File: src/rtl/core_bus_pkg.sv
// Shared types and helpers for the core memory port initiator.
package core_bus_pkg;

    typedef enum logic [2:0] {
        COP_RD = 3'd0,
        COP_WR = 3'd1
    } cop_e;

    typedef enum logic [2:0] {
        SZ_B = 3'd0,
        SZ_H = 3'd1,
        SZ_W = 3'd2
    } size_e;

    typedef enum logic [1:0] {
        ST_IDLE = 2'd0,
        ST_REQ  = 2'd1,
        ST_RSP  = 2'd2
    } state_e;

    // Byte enables for an access of the given size at byte offset off.
    // Illegal sizes produce no enables; such commands never reach the bus.
    function automatic logic [3:0] be_gen(input logic [2:0] size, input logic [1:0] off);
        logic [3:0] be;
        case (size)
            SZ_B:    be = 4'b0001 << off;
            SZ_H:    be = 4'b0011 << off;
            SZ_W:    be = 4'b1111;
            default: be = 4'b0000;
        endcase
        return be;
    endfunction

endpackage

File: src/rtl/core_lane_align.sv
// Lane steering for the core bus: alignment check, byte enables,
// store-data replication and load-data shift/extension. Purely combinational.
module core_lane_align
    import core_bus_pkg::*;
(
    input  logic [2:0]  size,
    input  logic [1:0]  off,
    input  logic        is_unsigned,
    input  logic [31:0] wdata,
    input  logic [31:0] rdata,
    output logic        misaligned,
    output logic [3:0]  be,
    output logic [31:0] wdata_rep,
    output logic [31:0] rdata_ext
);

    logic [31:0] rshift;

    assign rshift = rdata >> {off, 3'b000};

    // Per-size legality, lane replication and load extension
    always_comb begin
        misaligned = 1'b0;
        be         = be_gen(size, off);
        wdata_rep  = wdata;
        rdata_ext  = rshift;
        case (size)
            SZ_B: begin
                wdata_rep = {4{wdata[7:0]}};
                rdata_ext = is_unsigned ? {24'h0, rshift[7:0]}
                                        : {{24{rshift[7]}}, rshift[7:0]};
            end
            SZ_H: begin
                misaligned = off[0];
                wdata_rep  = {2{wdata[15:0]}};
                rdata_ext  = is_unsigned ? {16'h0, rshift[15:0]}
                                         : {{16{rshift[15]}}, rshift[15:0]};
            end
            SZ_W: begin
                misaligned = (off != 2'b00);
            end
            default: begin
                misaligned = 1'b1;
            end
        endcase
    end

endmodule

File: src/rtl/core_req_master.sv
// Core memory port initiator: one outstanding load/store, registered bus
// request held until ack or timeout, one-cycle response pulse.
// Handshakes: a command transfers on the cycle where cmd_val & cmd_rdy are
// both high; the bus request is held stable while req_val is high and
// completes on the cycle ack_val is sampled; rsp_val has no backpressure.
module core_req_master
    import core_bus_pkg::*;
#(
    parameter int TIMEOUT = 256
) (
    input  logic        clk,
    input  logic        rst,
    input  logic        cmd_val,
    output logic        cmd_rdy,
    input  logic        cmd_we,
    input  logic [31:0] cmd_addr,
    input  logic [2:0]  cmd_size,
    input  logic        cmd_unsigned,
    input  logic [31:0] cmd_wdata,
    output logic        rsp_val,
    output logic [31:0] rsp_rdata,
    output logic        rsp_err,
    output logic        stray_ack,
    output logic        req_val,
    output logic [31:0] req_addr,
    output logic [2:0]  req_cop,
    output logic [31:0] req_wdata,
    output logic [2:0]  req_size,
    output logic [3:0]  req_be,
    input  logic        ack_val,
    input  logic [31:0] ack_rdata,
    output state_e      dbg_state
);

    localparam int CW = (TIMEOUT > 2) ? $clog2(TIMEOUT) : 1;
    localparam logic [CW-1:0] CNT_LAST = CW'(TIMEOUT - 1);

    state_e        state_q, state_d;
    logic [CW-1:0] cnt_q, cnt_d;
    logic          req_val_q, req_val_d;
    logic [31:0]   req_addr_q, req_addr_d;
    cop_e          req_cop_q, req_cop_d;
    logic [31:0]   req_wdata_q, req_wdata_d;
    logic [2:0]    req_size_q, req_size_d;
    logic [3:0]    req_be_q, req_be_d;
    logic [1:0]    off_q, off_d;
    logic          uns_q, uns_d;
    logic          rsp_val_q, rsp_val_d;
    logic          rsp_err_q, rsp_err_d;
    logic [31:0]   rsp_rdata_q, rsp_rdata_d;
    logic          stray_q, stray_d;

    logic          idle;
    logic [2:0]    al_size;
    logic [1:0]    al_off;
    logic          al_uns;
    logic          al_mis;
    logic [3:0]    al_be;
    logic [31:0]   al_wdata;
    logic [31:0]   al_rdata;

    // In IDLE the aligner looks at the incoming command; afterwards it
    // looks at the latched command so the ack data is extended correctly.
    assign idle    = (state_q == ST_IDLE);
    assign al_size = idle ? cmd_size : req_size_q;
    assign al_off  = idle ? cmd_addr[1:0] : off_q;
    assign al_uns  = idle ? cmd_unsigned : uns_q;

    core_lane_align u_align (
        .size        (al_size),
        .off         (al_off),
        .is_unsigned (al_uns),
        .wdata       (cmd_wdata),
        .rdata       (ack_rdata),
        .misaligned  (al_mis),
        .be          (al_be),
        .wdata_rep   (al_wdata),
        .rdata_ext   (al_rdata)
    );

    // State register
    always_ff @(posedge clk) begin
        if (rst) state_q <= ST_IDLE;
        else     state_q <= state_d;
    end

    // Next state: misaligned commands skip the bus; an ack beats the timeout
    always_comb begin
        state_d = state_q;
        case (state_q)
            ST_IDLE: if (cmd_val) state_d = al_mis ? ST_RSP : ST_REQ;
            ST_REQ:  if (ack_val || (cnt_q == CNT_LAST)) state_d = ST_RSP;
            ST_RSP:  state_d = ST_IDLE;
            default: state_d = ST_IDLE;
        endcase
    end

    // Outputs and datapath: latch on accept, count in REQ, build the response
    always_comb begin
        req_addr_d  = req_addr_q;
        req_cop_d   = req_cop_q;
        req_wdata_d = req_wdata_q;
        req_size_d  = req_size_q;
        req_be_d    = req_be_q;
        off_d       = off_q;
        uns_d       = uns_q;
        cnt_d       = cnt_q;
        rsp_err_d   = 1'b0;
        rsp_rdata_d = 32'h0;
        stray_d     = ack_val && (state_q != ST_REQ);
        req_val_d   = (state_d == ST_REQ);
        rsp_val_d   = (state_d == ST_RSP);
        case (state_q)
            ST_IDLE: begin
                if (cmd_val) begin
                    req_addr_d  = {cmd_addr[31:2], 2'b00};
                    req_cop_d   = cmd_we ? COP_WR : COP_RD;
                    req_wdata_d = al_wdata;
                    req_size_d  = cmd_size;
                    req_be_d    = al_be;
                    off_d       = cmd_addr[1:0];
                    uns_d       = cmd_unsigned;
                    cnt_d       = '0;
                    rsp_err_d   = al_mis;
                end
            end
            ST_REQ: begin
                if (ack_val) begin
                    rsp_rdata_d = (req_cop_q == COP_RD) ? al_rdata : 32'h0;
                end else if (cnt_q == CNT_LAST) begin
                    rsp_err_d = 1'b1;
                end else begin
                    cnt_d = cnt_q + 1'b1;
                end
            end
            default: ;
        endcase
    end

    // Registered bus and response outputs
    always_ff @(posedge clk) begin
        if (rst) begin
            cnt_q       <= '0;
            req_val_q   <= 1'b0;
            req_addr_q  <= 32'h0;
            req_cop_q   <= COP_RD;
            req_wdata_q <= 32'h0;
            req_size_q  <= 3'h0;
            req_be_q    <= 4'h0;
            off_q       <= 2'h0;
            uns_q       <= 1'b0;
            rsp_val_q   <= 1'b0;
            rsp_err_q   <= 1'b0;
            rsp_rdata_q <= 32'h0;
            stray_q     <= 1'b0;
        end else begin
            cnt_q       <= cnt_d;
            req_val_q   <= req_val_d;
            req_addr_q  <= req_addr_d;
            req_cop_q   <= req_cop_d;
            req_wdata_q <= req_wdata_d;
            req_size_q  <= req_size_d;
            req_be_q    <= req_be_d;
            off_q       <= off_d;
            uns_q       <= uns_d;
            rsp_val_q   <= rsp_val_d;
            rsp_err_q   <= rsp_err_d;
            rsp_rdata_q <= rsp_rdata_d;
            stray_q     <= stray_d;
        end
    end

    assign cmd_rdy   = idle;
    assign req_val   = req_val_q;
    assign req_addr  = req_addr_q;
    assign req_cop   = req_cop_q;
    assign req_wdata = req_wdata_q;
    assign req_size  = req_size_q;
    assign req_be    = req_be_q;
    assign rsp_val   = rsp_val_q;
    assign rsp_err   = rsp_err_q;
    assign rsp_rdata = rsp_rdata_q;
    assign stray_ack = stray_q;
    assign dbg_state = state_q;

endmodule

File: config.mk
export PLATFORM = sky130hd
export DESIGN_NAME = core_req_master
export DESIGN_NICKNAME = d
export VERILOG_FILES = /design/src/rtl/core_bus_pkg.sv /design/src/rtl/core_lane_align.sv /design/src/rtl/core_req_master.sv
export SDC_FILE = /design/constraint.sdc
export NUM_CORES = 1
export LEC_CHECK = 0
export ABC_AREA = 1
export CAP_MARGIN = 0
export CORE_MARGIN = 2
export CORE_UTILIZATION = 30
export DETAILED_ROUTE_END_ITERATION = 10
export GPL_TIMING_DRIVEN = 0
export PLACE_DENSITY_LB_ADDON = 0.2
export SLEW_MARGIN = 20
export SYNTH_ARGS = -nofsm -noshare
export SYNTH_HDL_FRONTEND = slang
export SYNTH_SLANG_ARGS = --single-unit
File: constraint.sdc
create_clock -name clk -period 2.01 [get_ports clk]
set_clock_uncertainty 0.2 [all_clocks]
set_input_delay 0.402 -clock clk [delete_from_list [all_inputs] [get_ports clk]]
set_output_delay 0.402 -clock clk [all_outputs]
set_load 0.03 [all_outputs]
==> reports/qor.txt <==
TritonCTS clock tree - yes
Multiplexer share of the synthesized area - 0%
Status - complete, no violations
# port buffers - 212
First-pass GRT wire length - 26.3 mm
Post-Layout Cell Count - 1,109
Ant diodes - 0
Clock sinks - 119
Most common cell after layout, fill and taps aside - nand2_1
Gr ovfl total - 0
Vias after detailed routing - 5,142
Worst Setup End Kind - output pin
Wire per inst - 15.4 um
# IOs - 218
Post-Syn Area - 5140 um2
Cells after synthesis - 632
Clock Tree Buf Depth - 2
Yosys cell types - 36
Setup CP Type - register to output pin
Compound-Gate Fraction of Synth Area - 21.7%
Final wirelength - 17.1 mm
Register area share after synthesis - 46.4%
Main combinational cell family by area after synthesis - simple AND/OR/NAND/NOR gates
Dpl hpwl - 13.0 mm
Hold Path Class - register to register
Finish-stage setup viols - 0
DRT Pass-1 Iters - 4
Num CTS Buffers - 17
Peak Freq - 505 MHz
Largest net degree at the start of global routing - 17
Hold-critical path depth - 2
# nets final - 982
Critical Path Slowest Stage Cell - clkdlybuf4s50_1
Hold Vio Cnt, Final - 0
Synth Area in XOR/XNOR - 0.341%
Die ar. - 18,200 um2
Cell Rows - 47
Worst-margin pin slew - 0.572 ns
Max incr delay on CP - 0.65 ns
Die Wd - 135 um
Worst IR Drop VDD - 0.626 mV
H-tree depth - 4
Yosys reg bits - 119
# DRC - 0
CP Max Fanout - 1
Gr usage total - 18.8%
Vias in the first global route - 5,057
Synth Area in Simple Gates - 21.8%
Pwr dens - 1030 nW/um2
CP required - 1.41 ns
Ratio of cells with drive above 1 in the final layout - 14.8%
Chip height - 135 um
CP top delay family - buffers and inverters
Most frequent cells in the layout - nand2_1, dfxtp_1, clkdlybuf4s50_1
Tot Pwr - 8.46 mW
Final Cycle Share - 98.5%
Area of the core - 16,600 um2
Crit path depth - 1
Crit-path cells - clkdlybuf4s50_1
Worst Path Arrival - 1.38 ns
CTS root buffer - clkbuf_16
Area Growth Syn to Fin - 59.8%
Clock Pin Slew Worst Setup and Hold Paths - 0.06 ns
Worst R2R Path Depth - 10
Lkg Pwr - 4.16 nW
Placed cells - 1,067
Cts-stage hold buffer count - 0
Slew HR - 61.9%
Crit path buffers/inverters - 1
Starting Density - 30.9%
DRT antenna net count - 0
Synthesized area per cell - 8.13 um2
Max cap viols - 0
Post-synthesis adder-cell area fraction - 0.244%
Via/cell ratio - 4.64
Initial DRC count - 240
Clk_lat worst skew - 0.42 ns
CP Launch Type - register
Hold Slack - 0.249 ns
Gpl congestion - 0.863
Antenna violations before repair - 0
Fin. max-slew vios - 0
Clock period minus final worst setup slack - 1.98 ns
Yosys Warn Count - 0
[layout make-up]
class	count	area, um2
Clock inverter	12	92.6
Fill cell	1663	8430
Inverter	65	244
Timing Repair Buffer	223	2150
Tap cell	220	275
Multi-Input combinational cell	410	2330
Buffer	40	269
Sequential cell	119	2390
Clock buffer	20	467
[state kept, by name, indices dropped and copies added (netlist names)]
| register | count |
|---|---|
| req_val | 1 |
| req_cop | 1 |
| req_addr | 30 |
| off_q | 2 |
| cnt_q | 8 |
| req_wdata | 32 |
| stray_ack | 1 |
| uns_q | 1 |
| rsp_val | 1 |
| rsp_err | 1 |
| rsp_rdata | 32 |
| req_size | 3 |
| dbg_state | 2 |
| req_be | 4 |
[logic make-up (layout without fill, tap and decap cells)]
family,after synthesis,after routing
adder cells (fa/ha/maj),1,1
buffers and inverters,106,360
AND/OR/NAND/NOR,229,229
XOR/XNOR,2,2
other,1,4
AO/OA/AOI/OAI,174,174
flip-flops,119,119
[worst paths after layout]
check / startpoint / end / slack (ns)
worst max-delay path: rsp_rdata[4]$_SDFF_PP0_ / rsp_rdata[4] / 0.03
worst max register to register: dbg_state[0]$_SDFF_PP0_ / rsp_rdata[22]$_SDFF_PP0_ / 0.10
worst min-delay path: req_wdata[17]$_SDFFE_PP0P_ / req_wdata[17]$_SDFFE_PP0P_ / 0.25
worst min register to register: req_wdata[17]$_SDFFE_PP0P_ / req_wdata[17]$_SDFFE_PP0P_ / 0.25
[layer usage]
metal  vias up  track usage, %  routed length [um]
met1      2294            24.1                7570
met5         -               0                   0
met4         0            6.32                 273
li1       2615               -                   -
met3        21            8.33                1900
met2       212            28.3                7380
[through the flow]
| stage | util, % | TNS [ns] | instance area [um2] | setup WS [ns] |
|---|---|---|---|---|
| 6_report | 49.3 | 0 | 8210 | 0.0298 |
| 2_1_floorplan | - | 0 | 5150 | 0.0452 |
| 3_3_place_gp | 45.3 | -23.09 | 7540 | -0.322 |
| 5_1_grt | 49.3 | -0.0303 | 8210 | -0.00939 |
| 4_1_cts | 48.3 | -0.0591 | 8040 | -0.0244 |
| 3_5_place_dp | 45.3 | -22.31 | 7540 | -0.323 |
[report_power, final]
group	internal, mW	switching, mW
clock	1.68	1.17
combinational	1.07	1.81
sequential	2.60	0.129
total	5.35	3.10
[synth_stat cells]
cell type,count,area share (%)
a21oi_1,52,5.1
a21oi_2,9,1.5
a22o_1,31,5.3
a22oi_1,8,1.2
buf_2,17,1.7
buf_4,6,0.88
buf_6,6,1.3
clkbuf_1,12,0.88
conb_1,1,0.073
dfxtp_1,119,46
ha_1,1,0.24
inv_1,59,4.3
inv_2,6,0.44
nand2_1,134,9.8
nand2_2,6,0.73
nand2_4,5,1.1
nand3_1,38,3.7
nand3_2,4,0.78
nand4_1,2,0.24
nand4_4,2,0.83
nor2_1,21,1.5
nor2_2,2,0.24
nor2_4,2,0.44
nor2_8,2,0.78
nor3_1,4,0.39
nor3_2,1,0.19
nor4_4,1,0.41
o211ai_1,25,3.7
o21ai_0,35,3.4
o21ai_1,8,0.78
o21ai_2,1,0.17
o22ai_1,4,0.49
o31ai_1,1,0.15
or2_2,5,0.61
xnor2_1,1,0.17
xor2_1,1,0.17
[worst reg2reg max path, delay by kind of cell (launching register included)]
family / cells / cell delay [ns]
buffers and inverters: 3 / 0.37
flip-flops: 1 / 0.34
AND/OR/NAND/NOR: 6 / 0.61
AO/OA/AOI/OAI: 1 / 0.35
[what timing repair did]
item                       in CTS  in global routing
setup buffers                   2                  8
setup endpoints to repair     169                122
cloned                          0                  1
pin swaps                       2                  3
resized for setup              99                 45
(Power assumes the default switching activity.)
